--- config.mk ---
export PLATFORM = sky130hd
export DESIGN_NAME = rv32_bus_arbiter
export DESIGN_NICKNAME = d
export VERILOG_FILES = /design/src/rtl/rv32_bus_pkg.sv /design/src/rtl/rv32_bus_timeout.sv /design/src/rtl/rv32_bus_arbiter.sv
export SDC_FILE = /design/constraint.sdc
export NUM_CORES = 1
export LEC_CHECK = 0
export CORE_AREA = 2 2 107 109
export CTS_BUF_LIST = sky130_fd_sc_hd__clkbuf_8 sky130_fd_sc_hd__clkbuf_16
export DETAILED_ROUTE_END_ITERATION = 7
export DIE_AREA = 0 0 109 111
export GPL_TIMING_DRIVEN = 1
export SLEW_MARGIN = 40
export SYNTH_ARGS = -nofsm -noshare
export SYNTH_HDL_FRONTEND = slang
export SYNTH_SLANG_ARGS = --single-unit
--- constraint.sdc ---
create_clock -name clk -period 2.8 [get_ports clk]
set_input_delay 0.56 -clock clk [delete_from_list [all_inputs] [get_ports clk]]
set_output_delay 0.56 -clock clk [all_outputs]
set_load 0.01 [all_outputs]
--- src/rtl/rv32_bus_pkg.sv ---
// rtl/rv32_bus_pkg.sv - shared owner encoding and bus widths for the rv32 bus arbiter
package rv32_bus_pkg;
  localparam int ADDR_W = 32;
  localparam int DATA_W = 32;
  localparam int MASK_W = 4;

  // IDLE doubles as "no effective owner" when it is the arbitration result
  typedef enum logic [1:0] {
    IDLE  = 2'd0,
    INSTR = 2'd1,
    DATA  = 2'd2
  } owner_t;
endpackage

--- src/rtl/rv32_bus_timeout.sv ---
// rtl/rv32_bus_timeout.sv - wait-cycle counter that flags a stalled transfer as expired
module rv32_bus_timeout #(
  parameter int TIMEOUT_CYCLES = 255,
  parameter int TIMEOUT_BITS   = 8
) (
  input  logic clk,
  input  logic reset,
  input  logic active,
  input  logic ready,
  output logic expired
);
  localparam bit ENABLED = (TIMEOUT_CYCLES != 0);
  localparam logic [TIMEOUT_BITS-1:0] LAST =
    TIMEOUT_BITS'(ENABLED ? TIMEOUT_CYCLES - 1 : 0);

  logic [TIMEOUT_BITS-1:0] count_q;

  assign expired = ENABLED && active && !ready && (count_q == LAST);

  always_ff @(posedge clk or posedge reset) begin
    if (reset) begin
      count_q <= '0;
    end else if (!ENABLED || !active || ready || expired) begin
      count_q <= '0;
    end else begin
      count_q <= count_q + TIMEOUT_BITS'(1);
    end
  end
endmodule

--- src/rtl/rv32_bus_arbiter.sv ---
// rtl/rv32_bus_arbiter.sv - shares one memory bus between fetch and mem-stage ports
// Optional round-robin under contention: RV32_BUS_ARBITER_FAIR_EN
module rv32_bus_arbiter
  import rv32_bus_pkg::*;
#(
  parameter int TIMEOUT_CYCLES = 255,
  parameter int TIMEOUT_BITS   = 8
) (
  input  logic              clk,
  input  logic              reset,
  input  logic [ADDR_W-1:0] instr_address_in,
  input  logic              instr_read_in,
  output logic [DATA_W-1:0] instr_read_value_out,
  output logic              instr_ready_out,
  output logic              instr_fault_out,
  input  logic [ADDR_W-1:0] data_address_in,
  input  logic              data_read_in,
  input  logic              data_write_in,
  input  logic [MASK_W-1:0] data_write_mask_in,
  input  logic [DATA_W-1:0] data_write_value_in,
  output logic [DATA_W-1:0] data_read_value_out,
  output logic              data_ready_out,
  output logic              data_fault_out,
  output logic [ADDR_W-1:0] bus_address_out,
  output logic              bus_read_out,
  output logic              bus_write_out,
  output logic [MASK_W-1:0] bus_write_mask_out,
  output logic [DATA_W-1:0] bus_write_value_out,
  input  logic [DATA_W-1:0] bus_read_value_in,
  input  logic              bus_ready_in
);
  owner_t owner_q;
  owner_t eff;
  logic   data_req;
  logic   instr_first;
  logic   active;
  logic   expired;
  logic   complete;

  assign data_req = data_read_in | data_write_in;

`ifdef RV32_BUS_ARBITER_FAIR_EN
  logic fair_q;
  logic other_req;
  assign instr_first = fair_q;
  assign other_req   = (eff == INSTR) ? data_req :
                       (eff == DATA)  ? instr_read_in : 1'b0;

  always_ff @(posedge clk or posedge reset) begin
    if (reset) begin
      fair_q <= 1'b0;
    end else if (complete && other_req) begin
      fair_q <= ~fair_q;
    end
  end
`else
  assign instr_first = 1'b0;
`endif

  // A locked owner whose request disappears (pipeline flush) loses the bus at once
  always_comb begin
    eff = IDLE;
    if (!reset) begin
      case (owner_q)
        INSTR:   eff = instr_read_in ? INSTR : IDLE;
        DATA:    eff = data_req ? DATA : IDLE;
        default: begin
          if (instr_read_in && (instr_first || !data_req)) begin
            eff = INSTR;
          end else if (data_req) begin
            eff = DATA;
          end
        end
      endcase
    end
  end

  assign active   = (eff != IDLE);
  assign complete = active && (bus_ready_in || expired);

  rv32_bus_timeout #(
    .TIMEOUT_CYCLES(TIMEOUT_CYCLES),
    .TIMEOUT_BITS  (TIMEOUT_BITS)
  ) u_timeout (
    .clk    (clk),
    .reset  (reset),
    .active (active),
    .ready  (bus_ready_in),
    .expired(expired)
  );

  always_ff @(posedge clk or posedge reset) begin
    if (reset) begin
      owner_q <= IDLE;
    end else begin
      owner_q <= (active && !complete) ? eff : IDLE;
    end
  end

  assign bus_address_out     = (eff == DATA)  ? data_address_in :
                               (eff == INSTR) ? instr_address_in : '0;
  assign bus_read_out        = (eff == DATA) ? data_read_in : (eff == INSTR);
  assign bus_write_out       = (eff == DATA) && data_write_in;
  assign bus_write_mask_out  = (eff == DATA) ? data_write_mask_in : '0;
  assign bus_write_value_out = (eff == DATA) ? data_write_value_in : '0;

  assign instr_ready_out = (eff == INSTR) && (bus_ready_in || expired);
  assign instr_fault_out = (eff == INSTR) && expired;
  assign data_ready_out  = (eff == DATA) && (bus_ready_in || expired);
  assign data_fault_out  = (eff == DATA) && expired;

  assign instr_read_value_out = bus_read_value_in;
  assign data_read_value_out  = bus_read_value_in;
endmodule

# Word-level counts from Yosys, hierarchy flattened
# Cells that the tools add are included.
[op_classes]
n_addsub = 1
n_mux = 12
bitwise_logic = 1
reduce_logical = 18
eq_ne = 5
[ops]
columns = ["cell", "n"]
rows = [
  ["$mux W32", 3],
  ["$logic_and A1 B1 Y1", 10],
  ["$add A8 B1 Y8 const B", 1],
  ["$eq A8 B8 Y1 const B", 1],
  ["$mux W2", 4],
  ["$mux W8", 1],
  ["$eq A2 B1 Y1 const B", 2],
  ["$eq A2 B2 Y1 const B", 2],
  ["$logic_not A1 Y1", 4],
  ["$mux W4", 1],
  ["$pmux W2 S2", 1],
  ["$logic_or A1 B1 Y1", 3],
  ["$mux W1", 2],
  ["$reduce_bool A2 Y1", 1],
  ["$or A1 B1 Y1", 1],
]
[word_totals]
word_cells = 39
in_bits = 138
regBits = 10
output_inout_bits = 138

# Longest topological paths before layout
# Gate-level depths: netlist (run 1).
[depth]
depth_word = 14
ltp_mapped = 7
depth_no_buf = 5

# Hierarchy
# Synthesis (run 1) repeated with hierarchy kept, for this count alone.
[unflattened]
hier_cells = 210
area_unflattened_um2 = 1682.9
[modules_own_cells]
columns = ["module", "cells_per_inst", "n_inst", "area_per_inst_um2", "seq_area_each_um2"]
rows = [
  ["rv32_bus_arbiter", 169, 1, 1268.7, 50.0],
  ["rv32_bus_timeout", 41, 1, 414.1, 200.2],
]

# Worst setup path after synthesis (run 1)
# Ideal clock, no wire load.
[synth_path]
path_type = "register to output"
startpoint = "register owner_q[0]"
endpoint = "output port data_fault_out"
required_ps = 2240
arrival_time_ps = 1717
n_path_buf = 0
setup_slack_ps = 523
stages_incl_launch_ff = 6
path_cell_list = "dfrtp_1 -> inv_1 -> ha_1 -> nor2b_1 -> a2111oi_4 -> nor4b_1"
[synth_between]
elab_chain_cells = 7
word_cells_on_any_way = 9
classes_between = "eq/ne (3); mux (2); reduce/logical (4)"
[synth_rtl]
columns = ["element", "line", "rtl"]
rows = [
  ["from (decl)", "rv32_bus_arbiter.sv:32", "owner_t owner_q;"],
  ["from (signal assigned)", "rv32_bus_arbiter.sv:96", "owner_q <= (active && !complete) ? eff : IDLE;"],
  ["$eq A2 B2 Y1 / $eq A2 B1 Y1 (equally long branches)", "rv32_bus_arbiter.sv:64", "case (owner_q)"],
  ["$pmux W2 S2 (*)", "rv32_bus_arbiter.sv:64", ""],
  ["$mux W2 (*)", "rv32_bus_arbiter.sv:63", "if (!reset) begin"],
  ["$reduce_bool A2 Y1", "rv32_bus_arbiter.sv:78", "assign active = (eff != IDLE);"],
  ["$logic_and A1 B1 Y1 (2 in a row)", "rv32_bus_timeout.sv:18", "assign expired = ENABLED && active && !ready && (count_q == LAST);"],
  ["$logic_and A1 B1 Y1 (*)", "rv32_bus_arbiter.sv:110", "assign data_fault_out = (eff == DATA) && expired;"],
  ["to (decl)", "rv32_bus_arbiter.sv:23", "output logic data_fault_out,"],
]
# Mark *: on every way between the ends. The rest lies on a longest branch, timed or not.

# Worst setup path in the final report (run 1)
[layout_path]
startpoint = "register owner_q[1]"
endpoint = "output port bus_address_out[21]"
[layout_between]
elab_chain_cells = 6
word_cells_on_any_way = 8
classes_between = "eq/ne (4); mux (4)"
[layout_rtl]
columns = ["element", "line", "rtl"]
rows = [
  ["$eq A2 B2 Y1 / $eq A2 B1 Y1 (equally long branches)", "rv32_bus_arbiter.sv:64", ""],
  ["$pmux W2 S2 (*)", "rv32_bus_arbiter.sv:64", ""],
  ["$mux W2 (*)", "rv32_bus_arbiter.sv:63", ""],
  ["$eq A2 B1 Y1", "rv32_bus_arbiter.sv:101", "(eff == INSTR) ? instr_address_in : '0;"],
  ["$mux W32", "rv32_bus_arbiter.sv:101", ""],
  ["$mux W32 (*)", "rv32_bus_arbiter.sv:100", "assign bus_address_out = (eff == DATA) ? data_address_in :"],
  ["to (decl)", "rv32_bus_arbiter.sv:24", "output logic [ADDR_W-1:0] bus_address_out,"],
]
# Marks and branches as above.

==> results.tsv, run 1 <==
stage	metric	value	unit
logic_synthesis	yosysTopAreaCell	sky130_fd_sc_hd__buf_4	
clocking	postCtsHoldBufs	0	
power_and_ir_drop	power_density	250	nW/um2
drt	firstDrtPassIters	4	
sta	number_of_max_slew_violations_in_the_final_report	0	
power_and_ir_drop	p_total	813	uW
drt	antenna_left	0	
die	chip_width	109	um
logic_synthesis	post_synth_main_area_contributors	sky130_fd_sc_hd__buf_4 29%, sky130_fd_sc_hd__a22o_1 17%, sky130_fd_sc_hd__dfrtp_1 15%	
sta	setup_violations	0	
layout	finish.net_count	471	
logic_synthesis	post_synth_instance_area	1660	um2
place	post-dp-hpwl	5950	um
die	core	11100	um2
sta	min_period	2.69	ns
place	io_buffers	179	
setup_path	worstSetupStartpoint	owner_q[1]	
logic_synthesis	synthesis.instances	206	
die	floorplan.die_area	12100	um2
logic_synthesis	yosys_warnings	0	
power_and_ir_drop	vdd.ir_drop.worst	0.177	mV
hold_path	tightest_hold_check_type	input port to asynchronous set/reset pin	
die	num_io_pins	276	
sta	hold_violations	0	
setup_path	endpoint_kind	primary output	
global_routing	globalRoute.totalOverflow	0	
power_and_ir_drop	power.static_leakage	1.43	nW
clocking	cts-buffers-inserted	3	
sta	layout_worst_path_cycle_share	96.1	%
drt	dr.first_iter.drc_count	101	
global_routing	first_global_vias	2004	
sta	timing.fmax	372	MHz
sta	final.setup.worst_slack	0.110	ns
layout	final_core_utilization	29.3	%
setup_path	critical_path.max_fanout	15	
place	pre_cts_slack	-0.406	ns
clocking	clock_tree.root_cell	sky130_fd_sc_hd__clkbuf_16	
clocking	numClockSinks	10	
clocking	cts_tree	yes	
layout	layout-drive-gt1-share	18.3	%
clocking	clk_latency	0.23	ns
setup_path	cp_data_required_time	2.24	ns
logic_synthesis	synth_seq_cells	10	
layout	areaGrowthSynthToFinish	95.5	%
drt	drt-wirelength-per-cell	15.9	um
setup_path	reg2reg_from	owner_q[0]	
drt	drc	0	
logic_synthesis	synth.top_cell.area_share	28.9	%
sta	timing_worst_slew_pin_value	0.764	ns
sta	fin_hold_ws	0.542	ns
job	max_cap_viol_count	0	
setup_path	crit_arrival	2.13	ns
clocking	max_h_tree_level	1	
logic_synthesis	yosys_cell_types	29	
setup_path	start_kind	flop	
die	die_y	111	um
global_routing	grt_max_degree	35	
die	initial_core_util	15.0	%
drt	detailroute.via_count	1939	
logic_synthesis	avgSynthCellArea	8.06	um2
clocking	clkSlewWorstSetupHoldPaths	0.04	ns
sta	rsz0062_at_grt	yes	
logic_synthesis	synth.net_count	348	
global_routing	antenna_found_initial	1	
run_status	run_status	finished clean	
global_routing	grt_use_total	11.1	%
setup_path	type_of_the_setup_path_with_the_least_slack	flop to primary output	
drt	via_per_inst	4.12	
logic_synthesis	synth_sequential_area_ratio	15.1	%
place	gpl.final_weighted_congestion	0.895	
drt	postRouteWirelength	7500	um
sta	clock-skew-final	0.00138	ns
layout	filler_cell_count	1203	
die	rows	39	
global_routing	grt_pass1_wl	10500	um
clocking	clock_path_buffers	2	
sta	headroom_to_the_max_slew_limit	48.9	%
[state kept, by name (all words and copies together), names as in the netlist]
register and cells:
u_timeout.count_q 8, owner_q 2
[power by group]
group / total, mW / switching [mW] / leakage [nW] / internal (mW)
combinational: 0.413 / 0.150 / 1.26 / 0.263
sequential: 0.151 / 0.00334 / 0.138 / 0.148
clock: 0.248 / 0.0634 / 0.0370 / 0.185
[critical path, cell delays in order, from the launching register on]
cell and delay [ns]:
sky130_fd_sc_hd__dfrtp_1 0.39, sky130_fd_sc_hd__inv_1 0.06, sky130_fd_sc_hd__ha_1 0.18, sky130_fd_sc_hd__nor2b_4 0.14, sky130_fd_sc_hd__a2111oi_4 0.38, sky130_fd_sc_hd__buf_4 0.19
sky130_fd_sc_hd__buf_8 0.14, sky130_fd_sc_hd__a22o_1 0.14, sky130_fd_sc_hd__dlygate4sd2_1 0.26
[what timing repair did]
item | in CTS | in global routing
gates cloned | 1 | 1
setup endpoints to repair | 74 | 39
buffers inserted | 1 | 2
resized for setup | 93 | 92
pin swaps | 3 | 3
[cell usage in the layout (no fill, tap or decap), drive strengths merged, types with 5 or more instances in the layout]
| cell type | netlist | layout |
|---|---|---|
| a22o | 32 | 32 |
| inv | 5 | 5 |
| clkdlybuf4s15 | 0 | 26 |
| and2 | 39 | 39 |
| nand3 | 5 | 5 |
| dlygate4sd2 | 0 | 19 |
| a211oi | 5 | 5 |
| clkbuf | 5 | 28 |
| dfrtp | 10 | 10 |
| clkdlybuf4s50 | 0 | 101 |
| buf | 72 | 21 |
[final cells by class]
cell class | instances | area (um2) | share of cell area, %
Sequential cell | 10 | 250 | 7.71
Antenna cell | 1 | 2.50 | 0.0771
Inverter | 5 | 18.8 | 0.578
Clock buffer | 3 | 75.1 | 2.31
Tap cell | 143 | 179 | 5.51
Multi-Input combinational cell | 114 | 905 | 27.9
Timing Repair Buffer | 195 | 1820 | 55.9
[metrics by stage]
| stage | instances | instance area [um2] | setup TNS (ns) |
|---|---|---|---|
| floorplan | 206 | 1660 | 0 |
| global placement | 463 | 3220 | -19.13 |
| detailed placement | 463 | 3220 | -20.14 |
| CTS | 468 | 3280 | -1.44 |
| global route | 471 | 3250 | -0.150 |
| finish | 471 | 3250 | 0 |
[final timing paths]
path                                              to  cells after the start  slack [ns]
worst max-delay path             bus_address_out[21]                      8        0.11
worst min-delay path            u_timeout.count_q[2]                      3        0.54
worst max register to register  u_timeout.count_q[6]                      6        0.80
worst min register to register  u_timeout.count_q[0]                      1        0.55
max in group asynchronous       u_timeout.count_q[3]                      3        2.11
min in group clk                u_timeout.count_q[0]                      1        0.55
[cell usage after synthesis]
master / number
sky130_fd_sc_hd__buf_4: 64
sky130_fd_sc_hd__inv_1: 5
sky130_fd_sc_hd__buf_1: 1
sky130_fd_sc_hd__nand3_1: 5
sky130_fd_sc_hd__nand2b_1: 1
sky130_fd_sc_hd__o22ai_1: 1
sky130_fd_sc_hd__o21bai_1: 1
sky130_fd_sc_hd__a221oi_1: 3
sky130_fd_sc_hd__nand4_1: 1
sky130_fd_sc_hd__o21ai_0: 3
sky130_fd_sc_hd__nor2_1: 4
sky130_fd_sc_hd__a211oi_1: 5
sky130_fd_sc_hd__a22o_1: 32
sky130_fd_sc_hd__nand2_1: 1
sky130_fd_sc_hd__xor2_1: 2
sky130_fd_sc_hd__dfrtp_1: 10
sky130_fd_sc_hd__nor4b_1: 2
sky130_fd_sc_hd__clkbuf_1: 5
sky130_fd_sc_hd__a2111oi_4: 1
sky130_fd_sc_hd__or3_1: 3
sky130_fd_sc_hd__ha_1: 4
sky130_fd_sc_hd__nor3b_1: 1
sky130_fd_sc_hd__o2111a_1: 1
sky130_fd_sc_hd__o211ai_1: 1
sky130_fd_sc_hd__xnor2_1: 1
sky130_fd_sc_hd__buf_2: 7
sky130_fd_sc_hd__nor2b_1: 1
sky130_fd_sc_hd__a21o_1: 1
sky130_fd_sc_hd__and2_1: 39
[per-layer routing]
layer / up-vias / track usage [%] / part of all wire (%)
met5: - / 0 / 0
met4: 0 / 3.16 / 2.7
met3: 18 / 4.06 / 13
met2: 163 / 19.6 / 49
met1: 861 / 12.1 / 36
li1: 897 / - / -
[cells by family after synthesis]
group,Yosys count,synth area share [%]
buffers and inverters,82,33.5
adder cells (fa/ha/maj),4,3.01
AO/OA/AOI/OAI,49,25.7
AND/OR/NAND/NOR,58,21.1
flip-flops,10,15.1
XOR/XNOR,3,1.58
Note: power is estimated with default switching activity, not from simulation.
==> run 2: changes to the inputs <==
- clock period: 2.8 -> 3 ns (I/O delays scaled with it)
==> run 2 against run 1 <==
Against the previous run:
- clock skew is essentially flat
- design area grew 1.6%
- largest power group unchanged
- highest routed layer unchanged
- combinational power shrank 9.9%
==> results.tsv, run 2 (synthesis gave the netlist of run 1 again) <==
stage	metric	value	unit	change
layout	final_core_utilization	29.8	%	+0.46 points
layout	antennaDiodeCount	0		-1
sta	layout_worst_path_cycle_share	96.1	%	
place	post_dp_cell_area	3220	um2	unchanged
die	rows	39		unchanged
clocking	numClockSinks	10		unchanged
drt	drt-wirelength-per-cell	15.1	um	-5.0%
drt	antenna_left	0		unchanged
layout	finish.net_count	468		-0.64%
layout	areaGrowthSynthToFinish	98.6	%	
setup_path	critical_path.max_fanout	31		+16
sta	hold_violations	0		unchanged
hold_path	tightest_hold_check_type	flop to flop		
layout	stdcell_count	468		-0.64%
power_and_ir_drop	power.static_leakage	1.61	nW	+12%
clocking	cts_tree	yes		
clocking	clock_tree.root_cell	sky130_fd_sc_hd__clkbuf_16		
setup_path	setup.worst_path.end	bus_address_out[10]		
sta	rsz0062_at_grt	no		
clocking	max_h_tree_level	1		unchanged
global_routing	globalRoute.totalOverflow	0		unchanged
drt	via_per_inst	4.07		-1.2%
clocking	clock_path_buffers	2		unchanged
drt	detailroute.via_count	1903		-1.9%
sta	timing.fmax	347	MHz	
layout	largest_reg_flops	8		unchanged
die	floorplan.die_area	12100	um2	unchanged
sta	final.setup.worst_slack	0.118	ns	+0.00859 ns
die	chip_width	109	um	unchanged
die	num_io_pins	276		unchanged
die	core	11100	um2	unchanged
setup_path	worstSetupStartpoint	owner_q[0]		
setup_path	cp_data_required_time	2.40	ns	+0.16 ns
layout	layout.cells.most_common_list	102 x sky130_fd_sc_hd__clkdlybuf4s50_1, 69 x sky130_fd_sc_hd__dlygate4sd2_1, 39 x sky130_fd_sc_hd__and2_1, 32 x sky130_fd_sc_hd__a22o_1, 11 x sky130_fd_sc_hd__buf_4		
layout	filler_cell_count	1178		-2.1%
layout	seq_area	250	um2	unchanged
global_routing	first_global_vias	1966		-1.9%
sta	number_of_max_slew_violations_in_the_final_report	0		unchanged
layout	layout_top_registers	u_timeout.count_q x8, owner_q x2		
setup_path	endpoint_kind	primary output		
clocking	cts-buffers-inserted	3		unchanged
setup_path	type_of_the_setup_path_with_the_least_slack	flop to primary output		
setup_path	crit_arrival	2.28	ns	+0.15 ns
sta	min_period	2.88	ns	
drt	postRouteWirelength	7080	um	-5.6%
clocking	clk_latency	0.24	ns	about the same
sta	clock-skew-final	0.00131	ns	-0.0000732 ns
global_routing	grt_use_total	10.7	%	-0.39 points
sta	timing_worst_slew_pin_value	0.771	ns	+0.00680 ns
power_and_ir_drop	vdd.ir_drop.worst	0.183	mV	+3.4%
setup_path	worst_reg2reg_path_endpoint	u_timeout.count_q[6]		
layout	area_of_combinational_cells_with_multiple_inputs	907	um2	+0.28%
run_status	run_status	finished clean		
job	max_cap_viol_count	0		unchanged
place	post-dp-hpwl	5990	um	+0.70%
place	dp.cells	463		unchanged
setup_path	reg2reg_depth	6		unchanged
place	gpl.final_weighted_congestion	0.896		+0.10%
layout	layout-drive-gt1-share	7.69	%	-11 points
sta	setup_violations	0		unchanged
sta	headroom_to_the_max_slew_limit	48.4	%	-0.46 points
clocking	postCtsHoldBufs	0		unchanged
power_and_ir_drop	power_density	235	nW/um2	-6.1%
setup_path	start_kind	flop		
die	die_y	111	um	unchanged
global_routing	antenna_found_initial	0		-1
global_routing	grt_max_degree	35		unchanged
drt	drc	0		unchanged
layout	layout.cells.most_common	sky130_fd_sc_hd__clkdlybuf4s50_1		
place	pre_cts_slack	-0.289	ns	+0.117 ns
drt	dr.first_iter.drc_count	60		-41%
setup_path	reg2reg_from	owner_q[0]		
die	initial_core_util	15.0	%	unchanged
global_routing	grt_pass1_wl	10100	um	-3.4%
setup_path	reg2reg_slack	0.97	ns	+0.17 ns
clocking	clkSlewWorstSetupHoldPaths	0.04	ns	about the same
layout	layout.cell_area.non_filler	3300	um2	+1.6%
drt	firstDrtPassIters	4		unchanged
layout	register_with_the_most_flip_flops	u_timeout.count_q		
place	io_buffers	179		unchanged
run 2: final cells by class:
cell class                 count  area share (%)
timing repair buffer         192            56.2
multi-input combinational    114            27.5
sequential                    10            7.59
tap                          143            5.43
clock buffer                   4            2.69
inverter                       5           0.569
run 2: where the power goes:
group          internal, mW  leakage [nW]  total (mW)  switching (mW)
Combinational         0.239          1.42       0.372           0.133
Clock                 0.200        0.0442       0.262          0.0618
Sequential            0.138         0.138       0.141         0.00293
Total                 0.578          1.61       0.775           0.198
run 2: worst min-delay path by stage:
stage	from	end	slack, ns	depth (start not counted)
final	u_timeout.count_q[0]	u_timeout.count_q[0]	0.54	1
after global routing	u_timeout.count_q[0]	u_timeout.count_q[0]	0.58	1
after CTS	u_timeout.count_q[0]	u_timeout.count_q[0]	0.54	1
after detailed placement	u_timeout.count_q[0]	u_timeout.count_q[0]	0.53	1
after global placement	u_timeout.count_q[0]	u_timeout.count_q[0]	0.52	1
after floorplan	reset	owner_q[0]	0.47	1
run 2: metrics by stage:
stage	TNS, ns	hold slack [ns]	power (mW)
global placement	-10.22	0.516	0.551
finish	0	0.538	0.775
floorplan	0	0.465	0.352
CTS	0	0.538	0.780
detailed placement	-11.78	0.531	0.552
global route	0	0.579	0.810
run 2: repair_timing:
action / 4_1_cts / 5_1_grt
setup endpoints to repair: 74 / 7
resized for setup: 76 / 11
pin swaps: 3 / 1
setup buffers: 0 / 1
endpoints found under the hold margin: 0 / 0
run 2: worst max-delay path, cell delays in order (launching register included):
cell	delay [ns]
sky130_fd_sc_hd__dfrtp_1	0.34
sky130_fd_sc_hd__inv_1	0.08
sky130_fd_sc_hd__ha_4	0.30
sky130_fd_sc_hd__nor2_1	0.07
sky130_fd_sc_hd__a2111oi_4	0.36
sky130_fd_sc_hd__buf_4	0.17
sky130_fd_sc_hd__buf_4	0.11
sky130_fd_sc_hd__buf_12	0.16
sky130_fd_sc_hd__a22o_1	0.17
sky130_fd_sc_hd__dlygate4sd2_1	0.28
run 2: routing by layer:
layer,wire [um],track usage [%],share of wire [%]
met4,119,2.48,1.7
met2,3420,19.0,48
met3,890,3.47,13
met5,0,0,0
met1,2640,12.2,37
==> patch, RTL diff (settings of run 2) <==
`TIMEOUT_CYCLES` is set to 255 in 2 places; all go to 127.
--- a/src/rtl/rv32_bus_timeout.sv
+++ b/src/rtl/rv32_bus_timeout.sv
@@ -1,6 +1,6 @@
 // rtl/rv32_bus_timeout.sv - wait-cycle counter that flags a stalled transfer as expired
 module rv32_bus_timeout #(
-  parameter int TIMEOUT_CYCLES = 255,
+  parameter int TIMEOUT_CYCLES = 127,
   parameter int TIMEOUT_BITS   = 8
 ) (
   input  logic clk,
--- a/src/rtl/rv32_bus_arbiter.sv
+++ b/src/rtl/rv32_bus_arbiter.sv
@@ -3,7 +3,7 @@
 module rv32_bus_arbiter
   import rv32_bus_pkg::*;
 #(
-  parameter int TIMEOUT_CYCLES = 255,
+  parameter int TIMEOUT_CYCLES = 127,
   parameter int TIMEOUT_BITS   = 8
 ) (
   input  logic              clk,
Formal check against the unedited RTL: same outputs for any inputs over 10 cycles, from zero or initial values and one cycle with reset high; that may be too few to reach the edited logic, so the function may still have changed.
==> patch against run 2 <==
  * Maximum frequency fell by 0.88%
  * Area after synthesis rose by 0.15%
  * Routed wire length rose by 29%
  * Synthesized cell count did not move
  * Sequential share of layout area fell by 0.083 points
  * Largest power group unchanged
  * Worst hold slack got worse by 16 ps
  * Critical path depth fell by 3
  * Power rose by 2.5%
  * Sequential cell count did not move
  * Final area rose by 1.1%
  * Critical endpoint is now instr_ready_out
  * Setup slack got worse by 26 ps
  * Clock skew barely moved
==> patch: results (changes against run 2) <==
metric,value,unit,change
totalPowerFinal,0.0007948,W,+2.5%
status,"finished, final reports clean",,
synth_area_leaders,"buf_4, a22o_1, dfrtp_1",,
r2r_slack,1310,ps,+340 ps
r2r_start,owner_q[1],,
route.vias.total,1923,,+1.1%
ys_types,30,,+3.4%
cp.arrival,2310,ps,+30 ps
drt-total-wl,9.126,mm,+29%
grtUsageMet2,20.75,%,+1.7 points
dp_hpwl,7.948,mm,+33%
use_met3,10.93,%,+7.5 points
drtIter0Drc,114,,+90%
grt_max_degree,31,,-11%
dr_wl_met3,1.916,mm,+120%
worstMarginPinSlew,374.9,ps,-395.6 ps
rr_endpoint,u_timeout.count_q[7],,
max_stage_delay,540,ps,+180 ps
crit_fanout,4,,-87%
clockNetworkAreaShare,2.665,%,-0.029 points
nFlopsAndLatches,10,,unchanged
fillCellCount,1174,,-0.34%
leakage,1.612,nW,+0.42%
grt_pass1_wl,12.16,mm,+20%
grt_use_met1,14.27,%,+2.1 points
multiInputGateArea,898.4,µm²,-0.97%
crit_slowest_cell,clkdlybuf4s50_1,,
signal_buffers,195,,+1.6%
cell_internal_pwr,0.0005848,W,+1.3%
ir_worst_vdd,0.1269,mV,-31%
track_usage,13.79,%,+3.1 points
## patch: changes by cell type after synthesis, sizes merged
cell    delta
nand3b     +1
nand3      -1
## patch: worst min-delay path by stage
stage	slack (ps)	from	end
global placement	520	u_timeout.count_q[0]	u_timeout.count_q[0]
CTS	530	u_timeout.count_q[0]	u_timeout.count_q[0]
finish	520	u_timeout.count_q[0]	u_timeout.count_q[0]
global route	550	u_timeout.count_q[0]	u_timeout.count_q[0]
floorplan	470	reset	owner_q[0]
detailed placement	520	u_timeout.count_q[0]	u_timeout.count_q[0]
## patch: critical path, delay by kind of cell, from the launching register on
kind / cells / cell delay (ps)
compound gates: 1 / 300
fa+ha+maj: 1 / 300
simple gates: 2 / 350
buf+inv: 2 / 690
flops: 1 / 410
## patch: repair_timing
action / CTS / global route
hold endpoints to repair: 0 / 0
endpoints found under the setup margin: 73 / 9
pin swaps: 1 / 1
gates resized for setup: 81 / 6
setup buffers: 0 / 1
cloned: 1 / 0
## patch: through the flow
stage / instances / hold slack (ps) / setup TNS (ps) / worst slack, ps / instance area [µm²]
after floorplan: 206 / 465.1 / 0 / 683.2 / 1663
after global placement: 465 / 516.7 / -11790 / -270.5 / 3226
after detailed placement: 465 / 521.8 / -12910 / -313.8 / 3226
after CTS: 470 / 527.4 / 0 / 6.755 / 3312
after global routing: 471 / 550.4 / 0 / 6.531 / 3333
final: 471 / 521.7 / 0 / 92.82 / 3333
## patch: cell families after synthesis
| group | after synthesis | share of synthesized area, % |
|---|---|---|
| buf+inv | 82 | 33.48 |
| simple gates | 58 | 21.22 |
| compound gates | 49 | 25.66 |
| flops | 10 | 15.05 |
| fa+ha+maj | 4 | 3.010 |
| xor+xnor | 3 | 1.580 |
